### src/rtl/keypad_scanner.sv
// rtl/keypad_scanner.sv - ROWSxCOLS matrix keypad scanner with debounce and event slot; optional auto-repeat under KEYPAD_REPEAT_EN
module keypad_scanner #(
    parameter int ROWS            = 4,
    parameter int COLS            = 4,
    parameter int SETTLE_CYCLES   = 4,
    parameter int DEBOUNCE_CYCLES = 200,
    parameter int REPEAT_DELAY    = 5000,
    parameter int REPEAT_PERIOD   = 1000,
    localparam int ID_W = (ROWS * COLS > 1) ? $clog2(ROWS * COLS) : 1
) (
    input  logic            clk,
    input  logic            rst_n,
    input  logic [ROWS-1:0] rows_in,
    output logic [COLS-1:0] cols_out,
    output logic            key_valid,
    input  logic            key_ready,
    output logic [ID_W-1:0] key_id,
    output logic            key_repeat,
    output logic            key_down,
    output logic            overrun,
    input  logic            overrun_clr
);

    localparam int CW          = (COLS > 1) ? $clog2(COLS) : 1;
    localparam int RW          = (ROWS > 1) ? $clog2(ROWS) : 1;
    localparam int CNT_MAX     = (SETTLE_CYCLES > DEBOUNCE_CYCLES) ? SETTLE_CYCLES : DEBOUNCE_CYCLES;
    localparam int CNT_W       = $clog2(CNT_MAX + 1);
    localparam int SETTLE_LAST = (SETTLE_CYCLES > 0) ? SETTLE_CYCLES - 1 : 0;
    localparam int DEB_LAST    = (DEBOUNCE_CYCLES > 0) ? DEBOUNCE_CYCLES - 1 : 0;

    typedef enum logic [1:0] {
        ST_SCAN     = 2'd0,
        ST_DEBOUNCE = 2'd1,
        ST_HELD     = 2'd2
    } state_t;

    logic [ROWS-1:0]  row_meta_q, row_sync_q;
    state_t           state_q, state_d;
    logic [CW-1:0]    col_q, col_d, col_next;
    logic [RW-1:0]    row_q, row_d, row_low;
    logic [CNT_W-1:0] cnt_q, cnt_d;
    logic [COLS-1:0]  cols_out_q, cols_out_d;
    logic             key_valid_q, key_valid_d;
    logic [ID_W-1:0]  key_id_q, key_id_d, ev_id;
    logic             key_repeat_q, key_repeat_d;
    logic             key_down_q, key_down_d;
    logic             overrun_q, overrun_d;
    logic             row_any, row_bit, ev_fire, ev_repeat;

`ifdef KEYPAD_REPEAT_EN
    localparam int RP_MAX      = (REPEAT_DELAY > REPEAT_PERIOD) ? REPEAT_DELAY : REPEAT_PERIOD;
    localparam int RP_W        = $clog2(RP_MAX + 1);
    localparam int DELAY_LAST  = (REPEAT_DELAY > 0) ? REPEAT_DELAY - 1 : 0;
    localparam int PERIOD_LAST = (REPEAT_PERIOD > 0) ? REPEAT_PERIOD - 1 : 0;
    logic [RP_W-1:0] rep_cnt_q, rep_cnt_d, rep_tgt;
    logic            rep_first_q, rep_first_d;
`endif

    // Scan/debounce/held state machine plus the event slot and overrun flag
    always_comb begin
        state_d    = state_q;
        col_d      = col_q;
        row_d      = row_q;
        cnt_d      = cnt_q;
        key_down_d = key_down_q;
        ev_fire    = 1'b0;
        ev_repeat  = 1'b0;
        row_any    = 1'b0;
        row_low    = '0;

        // Lowest-index low row wins when several keys share the driven column
        for (int r = ROWS - 1; r >= 0; r--) begin
            if (!row_sync_q[r]) begin
                row_any = 1'b1;
                row_low = RW'(r);
            end
        end

        col_next = (col_q == CW'(COLS - 1)) ? '0 : col_q + 1'b1;
        row_bit  = row_sync_q[row_q];
        ev_id    = ID_W'(32'(row_q) * COLS + 32'(col_q));

        case (state_q)
            ST_SCAN: begin
                if (cnt_q >= CNT_W'(SETTLE_LAST)) begin
                    cnt_d = '0;
                    if (row_any) begin
                        row_d   = row_low;
                        state_d = ST_DEBOUNCE;
                    end else begin
                        col_d = col_next;
                    end
                end else begin
                    cnt_d = cnt_q + 1'b1;
                end
            end
            ST_DEBOUNCE: begin
                if (row_bit) begin
                    state_d = ST_SCAN;
                    col_d   = col_next;
                    cnt_d   = '0;
                end else if (cnt_q >= CNT_W'(DEB_LAST)) begin
                    ev_fire    = 1'b1;
                    key_down_d = 1'b1;
                    state_d    = ST_HELD;
                    cnt_d      = '0;
                end else begin
                    cnt_d = cnt_q + 1'b1;
                end
            end
            ST_HELD: begin
                // Counter tracks consecutive released samples; any press sample restarts it
                if (row_bit) begin
                    if (cnt_q >= CNT_W'(DEB_LAST)) begin
                        key_down_d = 1'b0;
                        state_d    = ST_SCAN;
                        col_d      = col_next;
                        cnt_d      = '0;
                    end else begin
                        cnt_d = cnt_q + 1'b1;
                    end
                end else begin
                    cnt_d = '0;
                end
            end
            default: begin
                state_d = ST_SCAN;
                col_d   = '0;
                cnt_d   = '0;
            end
        endcase

`ifdef KEYPAD_REPEAT_EN
        // Repeat timer runs only while held; first interval is the delay, then the period
        rep_cnt_d   = '0;
        rep_first_d = 1'b1;
        rep_tgt     = rep_first_q ? RP_W'(DELAY_LAST) : RP_W'(PERIOD_LAST);
        if (state_q == ST_HELD) begin
            rep_first_d = rep_first_q;
            rep_cnt_d   = (rep_cnt_q >= rep_tgt) ? rep_cnt_q : rep_cnt_q + 1'b1;
            // A released sample means release debounce is in progress: hold off repeats
            if (!row_bit && rep_cnt_q >= rep_tgt) begin
                ev_fire     = 1'b1;
                ev_repeat   = 1'b1;
                rep_cnt_d   = '0;
                rep_first_d = 1'b0;
            end
        end
`endif

        cols_out_d   = ~(COLS'(1) << col_d);
        key_valid_d  = key_valid_q;
        key_id_d     = key_id_q;
        key_repeat_d = key_repeat_q;
        overrun_d    = overrun_q & ~overrun_clr;

        if (key_valid_q && key_ready) begin
            key_valid_d = 1'b0;
        end
        // A new event may refill the slot in the same cycle it is being drained
        if (ev_fire) begin
            if (!key_valid_q || key_ready) begin
                key_valid_d  = 1'b1;
                key_id_d     = ev_id;
                key_repeat_d = ev_repeat;
            end else begin
                overrun_d = 1'b1;
            end
        end
    end

    // All state, the row synchroniser and registered outputs
    always_ff @(posedge clk or negedge rst_n) begin
        if (!rst_n) begin
            row_meta_q   <= '1;
            row_sync_q   <= '1;
            state_q      <= ST_SCAN;
            col_q        <= '0;
            row_q        <= '0;
            cnt_q        <= '0;
            cols_out_q   <= '1;
            key_valid_q  <= 1'b0;
            key_id_q     <= '0;
            key_repeat_q <= 1'b0;
            key_down_q   <= 1'b0;
            overrun_q    <= 1'b0;
`ifdef KEYPAD_REPEAT_EN
            rep_cnt_q    <= '0;
            rep_first_q  <= 1'b1;
`endif
        end else begin
            row_meta_q   <= rows_in;
            row_sync_q   <= row_meta_q;
            state_q      <= state_d;
            col_q        <= col_d;
            row_q        <= row_d;
            cnt_q        <= cnt_d;
            cols_out_q   <= cols_out_d;
            key_valid_q  <= key_valid_d;
            key_id_q     <= key_id_d;
            key_repeat_q <= key_repeat_d;
            key_down_q   <= key_down_d;
            overrun_q    <= overrun_d;
`ifdef KEYPAD_REPEAT_EN
            rep_cnt_q    <= rep_cnt_d;
            rep_first_q  <= rep_first_d;
`endif
        end
    end

    assign cols_out   = cols_out_q;
    assign key_valid  = key_valid_q;
    assign key_id     = key_id_q;
    assign key_repeat = key_repeat_q;
    assign key_down   = key_down_q;
    assign overrun    = overrun_q;

endmodule

### config.mk
export PLATFORM = sky130hd
export DESIGN_NAME = keypad_scanner
export DESIGN_NICKNAME = d
export VERILOG_FILES = /design/src/rtl/keypad_scanner.sv
export SDC_FILE = /design/constraint.sdc
export NUM_CORES = 1
export LEC_CHECK = 0
export CAP_MARGIN = 20
export CORE_ASPECT_RATIO = 0.9
export CORE_MARGIN = 10
export CORE_UTILIZATION = 40
export CTS_CLUSTER_DIAMETER = 100
export DETAILED_ROUTE_END_ITERATION = 8
export GPL_ROUTABILITY_DRIVEN = 0
export GPL_TIMING_DRIVEN = 0
export PLACE_DENSITY = 0.69
export SYNTH_ARGS = -nofsm -noshare
export SYNTH_HDL_FRONTEND = slang
export SYNTH_SLANG_ARGS = --single-unit
### constraint.sdc
create_clock -name clk -period 3.9 [get_ports clk]
set_input_delay 0.975 -clock clk [delete_from_list [all_inputs] [get_ports clk]]
set_output_delay 0.975 -clock clk [all_outputs]
set_load 0.005 [all_outputs]
; Yosys cells after proc, flatten, opt, wreduce, memory -nomap -nowiden
; Cells that the tools add are included.
[word_totals]
in_bits = 8
wordCells = 82
register_bits = 33
out_inout_bits = 12
[classes]
reduce_logical = 9
shift = 1
n_mux = 42
bitwise = 3
add_sub_neg = 3
n_lt_le_gt_ge = 3
eq_ne = 10
[op_table]
columns = operator, count
row1 = $mux 2, 16
row2 = $mux 8, 4
row3 = $pmux 8 s3, 1
row4 = $mux 1, 17
row5 = $ne 2x2->1 const B, 6
row6 = $pmux 2 s3, 2
row7 = $reduce_and 5->1, 2
row8 = $add 8x1->8 const B, 1
row9 = $ge 8x2->1 const B, 1
row10 = $ge 8x8->1 const B, 1
row11 = $add 4x2->4, 1
row12 = $eq 2x2->1 const B, 2
row13 = $not 4->4, 1
row14 = $shl 1x2->4 const A, 1
row15 = $lt 2x3->1 const B, 1
row16 = $ne 3x3->1 const B, 1
row17 = $reduce_and 3->1, 1
row18 = $add 2x1->2 const B, 1
row19 = $bmux 1 s2, 1
row20 = $eq 2x1->1 const B, 1
row21 = $logic_not 2->1, 1
row22 = $pmux 1 s2, 1
row23 = $reduce_and 2->1, 1
row24 = $reduce_bool 2->1, 1
row25 = 5 further kinds, 5

; Logic depth before layout (Yosys ltp)
; Gate-level depths: netlist of the first run.
[logic_depth]
ltp_word = 9
ltp_mapped = 7
ltp_nobuf = 6

; Least setup slack after synthesis of the first run
; OpenSTA, ideal clock, no wires.
[synth_timing]
path_kind = reg-to-reg
startpoint = register cnt_q[0]
endpoint = register cols_out_q[0] (netlist: cols_out[0])
slack_ns = 1.943
n_path_buf = 1
arrival_time_ns = 1.875
path_stages_with_launch = 8
synth_period_minus_slack_ns = 1.957
required_time_ns = 3.818
setup_time_ns = 0.082
cell_sequence = dfrtp_1 ha_1 a2111o_1 and4_1 clkbuf_2 mux2i_1 nand3_2 or2_1
[synth_via]
elab_chain_len = 6
elab_cells_between_ends = 8
cone_classes = 2 x order compare / 1 x shift / 4 x mux / 1 x bitwise
[synth_rtl]
columns = item, line
row1 = "start, declared", 41  ; logic [CNT_W-1:0] cnt_q, cnt_d;
row2 = "start signal, assigned", 197  ; cnt_q <= cnt_d;
row3 = $ge 8x8->1, 114  ; if (cnt_q >= CNT_W'(DEB_LAST)) begin
row4 = $mux 2, 114
row5 = $mux 2, 113  ; if (row_bit) begin
row6 = $pmux 2 s3 (*), 83  ; case (state_q)
row7 = named net col_d[0], 39  ; logic [CW-1:0] col_q, col_d, col_next;
row8 = $shl 1x2->4 (*), 151  ; cols_out_d = ~(COLS'(1) << col_d);
row9 = $not 4->4 (*), 151
row10 = named net cols_out_d[0], 42  ; logic [COLS-1:0] cols_out_q, cols_out_d;
row11 = "end signal, assigned", 198  ; cols_out_q <= cols_out_d;
row12 = "end, declared", 42
; Mark *: on every way through the listed nets, which the timed path passes. The rest lies on a longest branch.
; A chain may end at the register's enable or synchronous reset.

; Worst setup path after layout of the first run
[layout_timing]
startpoint = register cols_out_q[0] (netlist: cols_out[0])
endpoint = output port cols_out[0]
[layout_rtl]
columns = item, line
row1 = "end, declared", 14  ; output logic [COLS-1:0] cols_out,
; No word-level cell between the ends.

==> reports/qor.txt, run 1 <==
Outcome: finished clean
Post-synthesis sequential area ratio: 0.573
I/O Buffers: 18
Commonest cells in the netlist: dfrtp_1, dfstp_2, nand2_1
Largest delay share family, worst path: flip-flops
Fin. max-slew vios: 0
Largest net degree at the start of global routing: 34
Crit-path cells: clkdlybuf4s50_1
Global-route wire length before repair: 4650 um
Layout cells sized above 1: 0.187
Pre-antenna DRT Iters: 4
Post-synth top flop: dfrtp_1
CTS H-Tree Depth: 2
Syn_area_per_cell: 11.4 um^2
CTS sink cnt: 33
Xor/xnor cell area share of the yosys netlist: 0.0358
Reg2Reg Depth: 7
Hold Startpoint: row_meta_q[2]$_DFF_PN1_
R2R Path End: cols_out[0]$_DFF_PN1_
Setup CP Type: flop to output port
Max-Cap Viols: 0
Resized Gates After CTS: 0
Final number of hold-violating endpoints: 0
Post-synthesis simple-gate area fraction: 0.192
RSZ-0062 raised after global routing: no
Hold Slack: 0.358 ns
Leakage: 0.801 nW
Synth cell types: 41
Crit path arrival time: 1.29 ns
Mapped Area: 0.00147 mm^2
Initial antenna violation count: 0
Peak supply drop: 0.236 mV
Slowest stage delay, CP: 0.51 ns
Critical path's slowest cell: dfstp_2
Initial Util: 0.425
Asr flop ratio synth: 1.00
Routed Antenna Nets: 0
Post-synth EDFFs: 0
Wire per inst: 13.1 um
Critical path capture point type: output port
Sum Neg Setup Slack: 0 ns
Compound-Gate Fraction of Synth Area: 0.0887
Area growth from synthesis to layout: 21.2%
# fillers: 313
Worst Slack Setup Final: 1.64 ns
Die area: 0.00650 mm^2
Largest family of logic cells by synthesized area: simple AND/OR/NAND/NOR gates
Chip Height: 77.5 um
Mux cell area share after synthesis: 0.0725
Post-Syn Instances: 129
Tmin final: 2.26 ns
Routed WL: 2600 um
CTS clk-pin slew, worst paths: 0.06 ns
Setup bufs post-CTS: 0
Clock root buffer: clkbuf_8
Worst EP required: 2.92 ns
Hold Crit Depth: 0
Setup violators final: 0
Hold endpoint: row_sync_q[2]$_DFF_PN1_
FF-to-FF setup slack: 1.76 ns
Max FO, Critical Path: 1
Area after DPL: 0.00170 mm^2
Fmax: 0.442 GHz
Worst hold path type: flop to flop
Antenna fix cells: 0
Vias: 1009
DRT iter0 DRCs: 73
Hold buffers post-CTS: 0
GR Overflow Total: 0
Routed vias/inst: 5.07
Worst skew pair latency: 0.28 ns
Ranking of synthesized cells by area: dfrtp_1, dfstp_2, mux2i_1, nand2_1, xor2_1
Synthesis Warnings: 0
DP HPWL: 1940 um
Core ar.: 0.00345 mm^2
Vias in the first global route: 1060
TritonCTS clock tree: done
Pwr/cell area: 561 mW/mm^2
Pre-CTS setup slack: 1.58 ns
Startpoint types: flop
Most frequent cell after synthesis: dfrtp_1
DRC Markers: 0
CTS Buffer Depth: 2
Skew final: 0.00512 ns
Nets: 164
Adder-cell area share of the yosys netlist: 0.0171
Syn Nets: 139
Synth Register Bits: 33
Core Rows: 20
Synth top area share: 0.358
Cell area after layout: 0.00178 mm^2
Relative slew slack: 0.538
Yosys top cell by area: dfrtp_1
Worst Tran Pin Value: 0.694 ns
Die width: 83.9 um
Fin crit share: 0.580
Crit path buffers/inverters: 1
CTS Buf Count: 5
Total Routing Usage GR: 0.0869
I/O pin total: 20
Worst flop-to-flop path startpoint: cnt_q[0]$_DFF_PN0_
## how the worst max path moves through the flow
stage                     startpoint                    end  slack (ns)  cells past startpoint
2_1_floorplan     cnt_q[0]$_DFF_PN0_  cols_out[0]$_DFF_PN1_        1.94                      7
3_3_place_gp                   rst_n     col_q[1]$_DFF_PN0_        1.27                      1
3_5_place_dp               key_ready  key_id[1]$_DFFE_PN0P_        1.58                      4
4_1_cts        cols_out[3]$_DFF_PN1_            cols_out[3]        1.62                      1
5_1_grt        cols_out[2]$_DFF_PN1_            cols_out[2]        1.58                      1
6_report       cols_out[0]$_DFF_PN1_            cols_out[0]        1.64                      1
## layout by cell type (no fill, tap or decap), types with 5 or more instances in the layout
cell type / Yosys / final
nand2b_1: 6 / 6
dfrtp_1: 21 / 21
clkbuf_8: 0 / 5
xor2_1: 5 / 5
nor2_1: 11 / 11
nand2_1: 12 / 12
dfstp_2: 12 / 12
o21ai_0: 5 / 5
nand3_1: 6 / 6
clkdlybuf4s50_1: 0 / 17
mux2i_1: 5 / 5
## metal layers
metal	GRT usage	vias to the layer above	wire [um]
li1	-	504	-
met1	0.0907	477	1150
met2	0.146	23	1240
met3	0.0376	5	158
met4	0.0452	0	55
met5	0	-	0
## final cells by class
| cell class | count | area [um^2] | share of cell area |
|---|---|---|---|
| buffer | 4 | 20.0 | 0.0113 |
| clock buffer | 7 | 76.3 | 0.0429 |
| clock inverter | 1 | 5.00 | 0.00281 |
| inverter | 2 | 7.51 | 0.00422 |
| multi-input combinational | 90 | 599 | 0.337 |
| sequential | 33 | 841 | 0.473 |
| tap | 44 | 55.1 | 0.0309 |
| timing repair buffer | 18 | 175 | 0.0985 |
## report_power, final
group / switching (W) / total, W / internal (W)
Combinational: 0.000150 / 0.000300 / 0.000150
Clock: 0.000109 / 0.000234 / 0.000125
Sequential: 0.0000481 / 0.000465 / 0.000417
Total: 0.000307 / 0.000999 / 0.000692
## registers in the layout, indices dropped and copies added, names as in the netlist
signal	count
cols_out	4
row_meta_q	4
key_id	4
state_q	2
row_q	2
overrun	1
cnt_q	8
key_valid	1
key_down	1
col_q	2
row_sync_q	4
## kinds of logic (layout without fill, tap and decap cells)
| logic type | count (synthesis) | count (layout) |
|---|---|---|
| flip-flops | 33 | 33 |
| AND/OR/NAND/NOR | 54 | 54 |
| other | 1 | 1 |
| buffers and inverters | 6 | 32 |
| multiplexers | 9 | 9 |
| XOR/XNOR | 6 | 6 |
| adder cells (fa/ha/maj) | 2 | 2 |
| AO/OA/AOI/OAI | 18 | 18 |
## through the flow
stage,utilization,cells,total power (W)
finish,0.515,199,0.000999
global placement,0.493,191,0.000757
floorplan,-,129,0.000669
global route,0.515,199,0.00108
detailed placement,0.492,191,0.000771
CTS,0.515,199,0.00102
(Power assumes the default switching activity.)
==> inputs of run 2 (changes only) <==
Settings changed: PLACE_DENSITY 0.69 to 0.72.
Clock period 3.9 ns to 2 ns, I/O delays scaled along.
==> run 2 against run 1 <==
Clock-buffer cell count is 2 lower. Core utilization is 4.5 points higher. Critical path depth is 5 higher. Die area stayed put. Combinational power is 140% higher. Non-clock buffer count is 6 higher. Flip-flop and latch count stayed put. Sequential power is 96% higher. Clock skew is 0.00075 ns lower. Largest cell class unchanged. Largest power group unchanged.
==> reports/qor.txt, run 2 (synthesized netlist as in run 1, its figures left out) <==
Worst Tran Pin Value: 0.656 ns (-0.0379 ns)
FF-to-FF setup slack: 0.006 ns (-1.75 ns)
Most frequent cells in the layout: dfrtp_1, clkdlybuf4s50_1, nand2_1, dfstp_2, nor2_1
Vias: 1069 (+5.9%)
Max-Cap Viols: 0 (unchanged)
CTS Buffer Depth: 2 (unchanged)
Sum Neg Setup Slack: 0 ns (unchanged)
DRC Markers: 0 (unchanged)
Pre-antenna DRT Iters: 4 (unchanged)
Initial Util: 0.425 (unchanged)
CTS clk-pin slew, worst paths: 0.06 ns (about the same)
I/O Buffers: 18 (unchanged)
Final Util: 0.560 (+0.0446)
Die area: 0.00650 mm^2 (unchanged)
Crit. Startpoint: cnt_q[0]$_DFF_PN0_
Core Rows: 20 (unchanged)
Tmin final: 1.99 ns
Routed WL: 2850 um (+9.3%)
GR Overflow Total: 0 (unchanged)
Worst hold path type: flop to flop
Fin crit share: 0.997
DRT iter0 DRCs: 105 (+44%)
Pwr/cell area: 1150 mW/mm^2 (+110%)
Crit path arrival time: 2.20 ns (+0.91 ns)
Skew final: 0.00437 ns (-0.000751 ns)
Register with the most flip-flops: cnt_q
Pre-CTS setup slack: -0.109 ns (-1.69 ns)
Area growth from synthesis to layout: 31.7%
Final number of hold-violating endpoints: 0 (unchanged)
I/O pin total: 20 (unchanged)
Critical path capture point type: flop
Post-Layout Cell Count: 204 (+2.5%)
Worst flop-to-flop path startpoint: cnt_q[0]$_DFF_PN0_
Fmax: 0.501 GHz
Commonest non-fill, non-tap cell in the layout: dfrtp_1
Critical path's slowest cell: a2111o_1
Routed vias/inst: 5.24 (+3.3%)
Hold Startpoint: row_meta_q[0]$_DFF_PN1_
Max FO, Critical Path: 5 (+4)
Die width: 83.9 um (unchanged)
Worst EP required: 2.21 ns (-0.71 ns)
Worst skew pair latency: 0.28 ns (about the same)
Placed insts: 192 (+0.52%)
Worst Slack Setup Final: 0.00590 ns (-1.63 ns)
Total Routing Usage GR: 0.0941 (+0.00718)
Crit-path cells: ha_4, a2111o_1, and4_4, mux2i_1, o211ai_4, or2_1
Outcome: finished clean
Largest net degree at the start of global routing: 22 (-35%)
Chip Height: 77.5 um (unchanged)
Reg2Reg Depth: 6 (-1)
CTS H-Tree Depth: 2 (unchanged)
Slowest stage delay, CP: 0.47 ns (-0.04 ns)
Hold Crit Depth: 0 (unchanged)
Crit path buffers/inverters: 0 (-1)
CTS sink cnt: 33 (unchanged)
Cell area after layout: 0.00193 mm^2 (+8.6%)
Setup CP Type: flop to flop
Startpoint types: flop
Area after DPL: 0.00173 mm^2 (+1.9%)
Hold endpoint: row_sync_q[0]$_DFF_PN1_
Vias in the first global route: 1094 (+3.2%)
Setup violators final: 0 (unchanged)
R2R Path End: cols_out[0]$_DFF_PN1_
Routed Antenna Nets: 0 (unchanged)
Largest delay share family, worst path: compound AO/OA/AOI/OAI gates
Global-route wire length before repair: 5040 um (+8.5%)
CTS Buf Count: 5 (unchanged)
TritonCTS clock tree: done
Leakage: 0.859 nW (+7.3%)
Initial antenna violation count: 0 (unchanged)
Fin. max-slew vios: 0 (unchanged)
Peak supply drop: 0.494 mV (+110%)
Core ar.: 0.00345 mm^2 (unchanged)
Antenna fix cells: 0 (unchanged)
Max reg flops: 8 (unchanged)
RSZ-0062 raised after global routing: yes
Relative slew slack: 0.562 (+0.0239)
DP HPWL: 2080 um (+7.1%)
Nets: 170 (+3.7%)
Clock root buffer: clkbuf_8
Wire per inst: 13.9 um (+6.6%)
Layout cells sized above 1: 0.263 (+0.0754)
run 2: how the worst max path moves through the flow:
stage,depth (start not counted),end,slack (ns)
4_1_cts,7,cols_out[0]$_DFF_PN1_,0.001
3_5_place_dp,6,cols_out[1]$_DFF_PN1_,-0.11
6_report,6,cols_out[0]$_DFF_PN1_,0.006
5_1_grt,6,cols_out[0]$_DFF_PN1_,-0.06
2_1_floorplan,7,cols_out[0]$_DFF_PN1_,0.04
3_3_place_gp,1,key_id[0]$_DFFE_PN0P_,-0.13
run 2: cell type report:
| cell class | instances | area, um^2 |
|---|---|---|
| Clock buffer | 5 | 68.8 |
| Inverter | 2 | 7.51 |
| Multi-Input combinational cell | 90 | 658 |
| Clock inverter | 2 | 35.0 |
| Timing Repair Buffer | 25 | 253 |
| Buffer | 3 | 15.0 |
| Sequential cell | 33 | 841 |
| Fill cell | 292 | 1520 |
| Tap cell | 44 | 55.1 |
run 2: power breakdown:
part           internal, W  total (W)  switching (W)
Clock             0.000361   0.000581       0.000220
Combinational     0.000395   0.000734       0.000340
Sequential        0.000813   0.000910      0.0000968
Total              0.00157    0.00223       0.000656
run 2: stage by stage:
step | hold WS [ns] | total power (W)
after floorplan | 0.204 | 0.00130
after global placement | 0.347 | 0.00148
after detailed placement | 0.351 | 0.00151
after CTS | 0.361 | 0.00216
after global routing | 0.364 | 0.00240
final | 0.358 | 0.00223
run 2: metal layers:
metal  part of all wire  up-vias  GRT usage
met2               0.47       34      0.153
met3              0.081        5     0.0418
met1               0.43      513      0.103
met5                  0        -          0
li1                   -      517          -
met4              0.024        0     0.0452
run 2: what timing repair did:
action,in CTS,in global routing
endpoints found under the setup margin,8,9
hold buffers,0,0
resized for setup,3,9
pin swaps,3,3
setup buffers,3,3
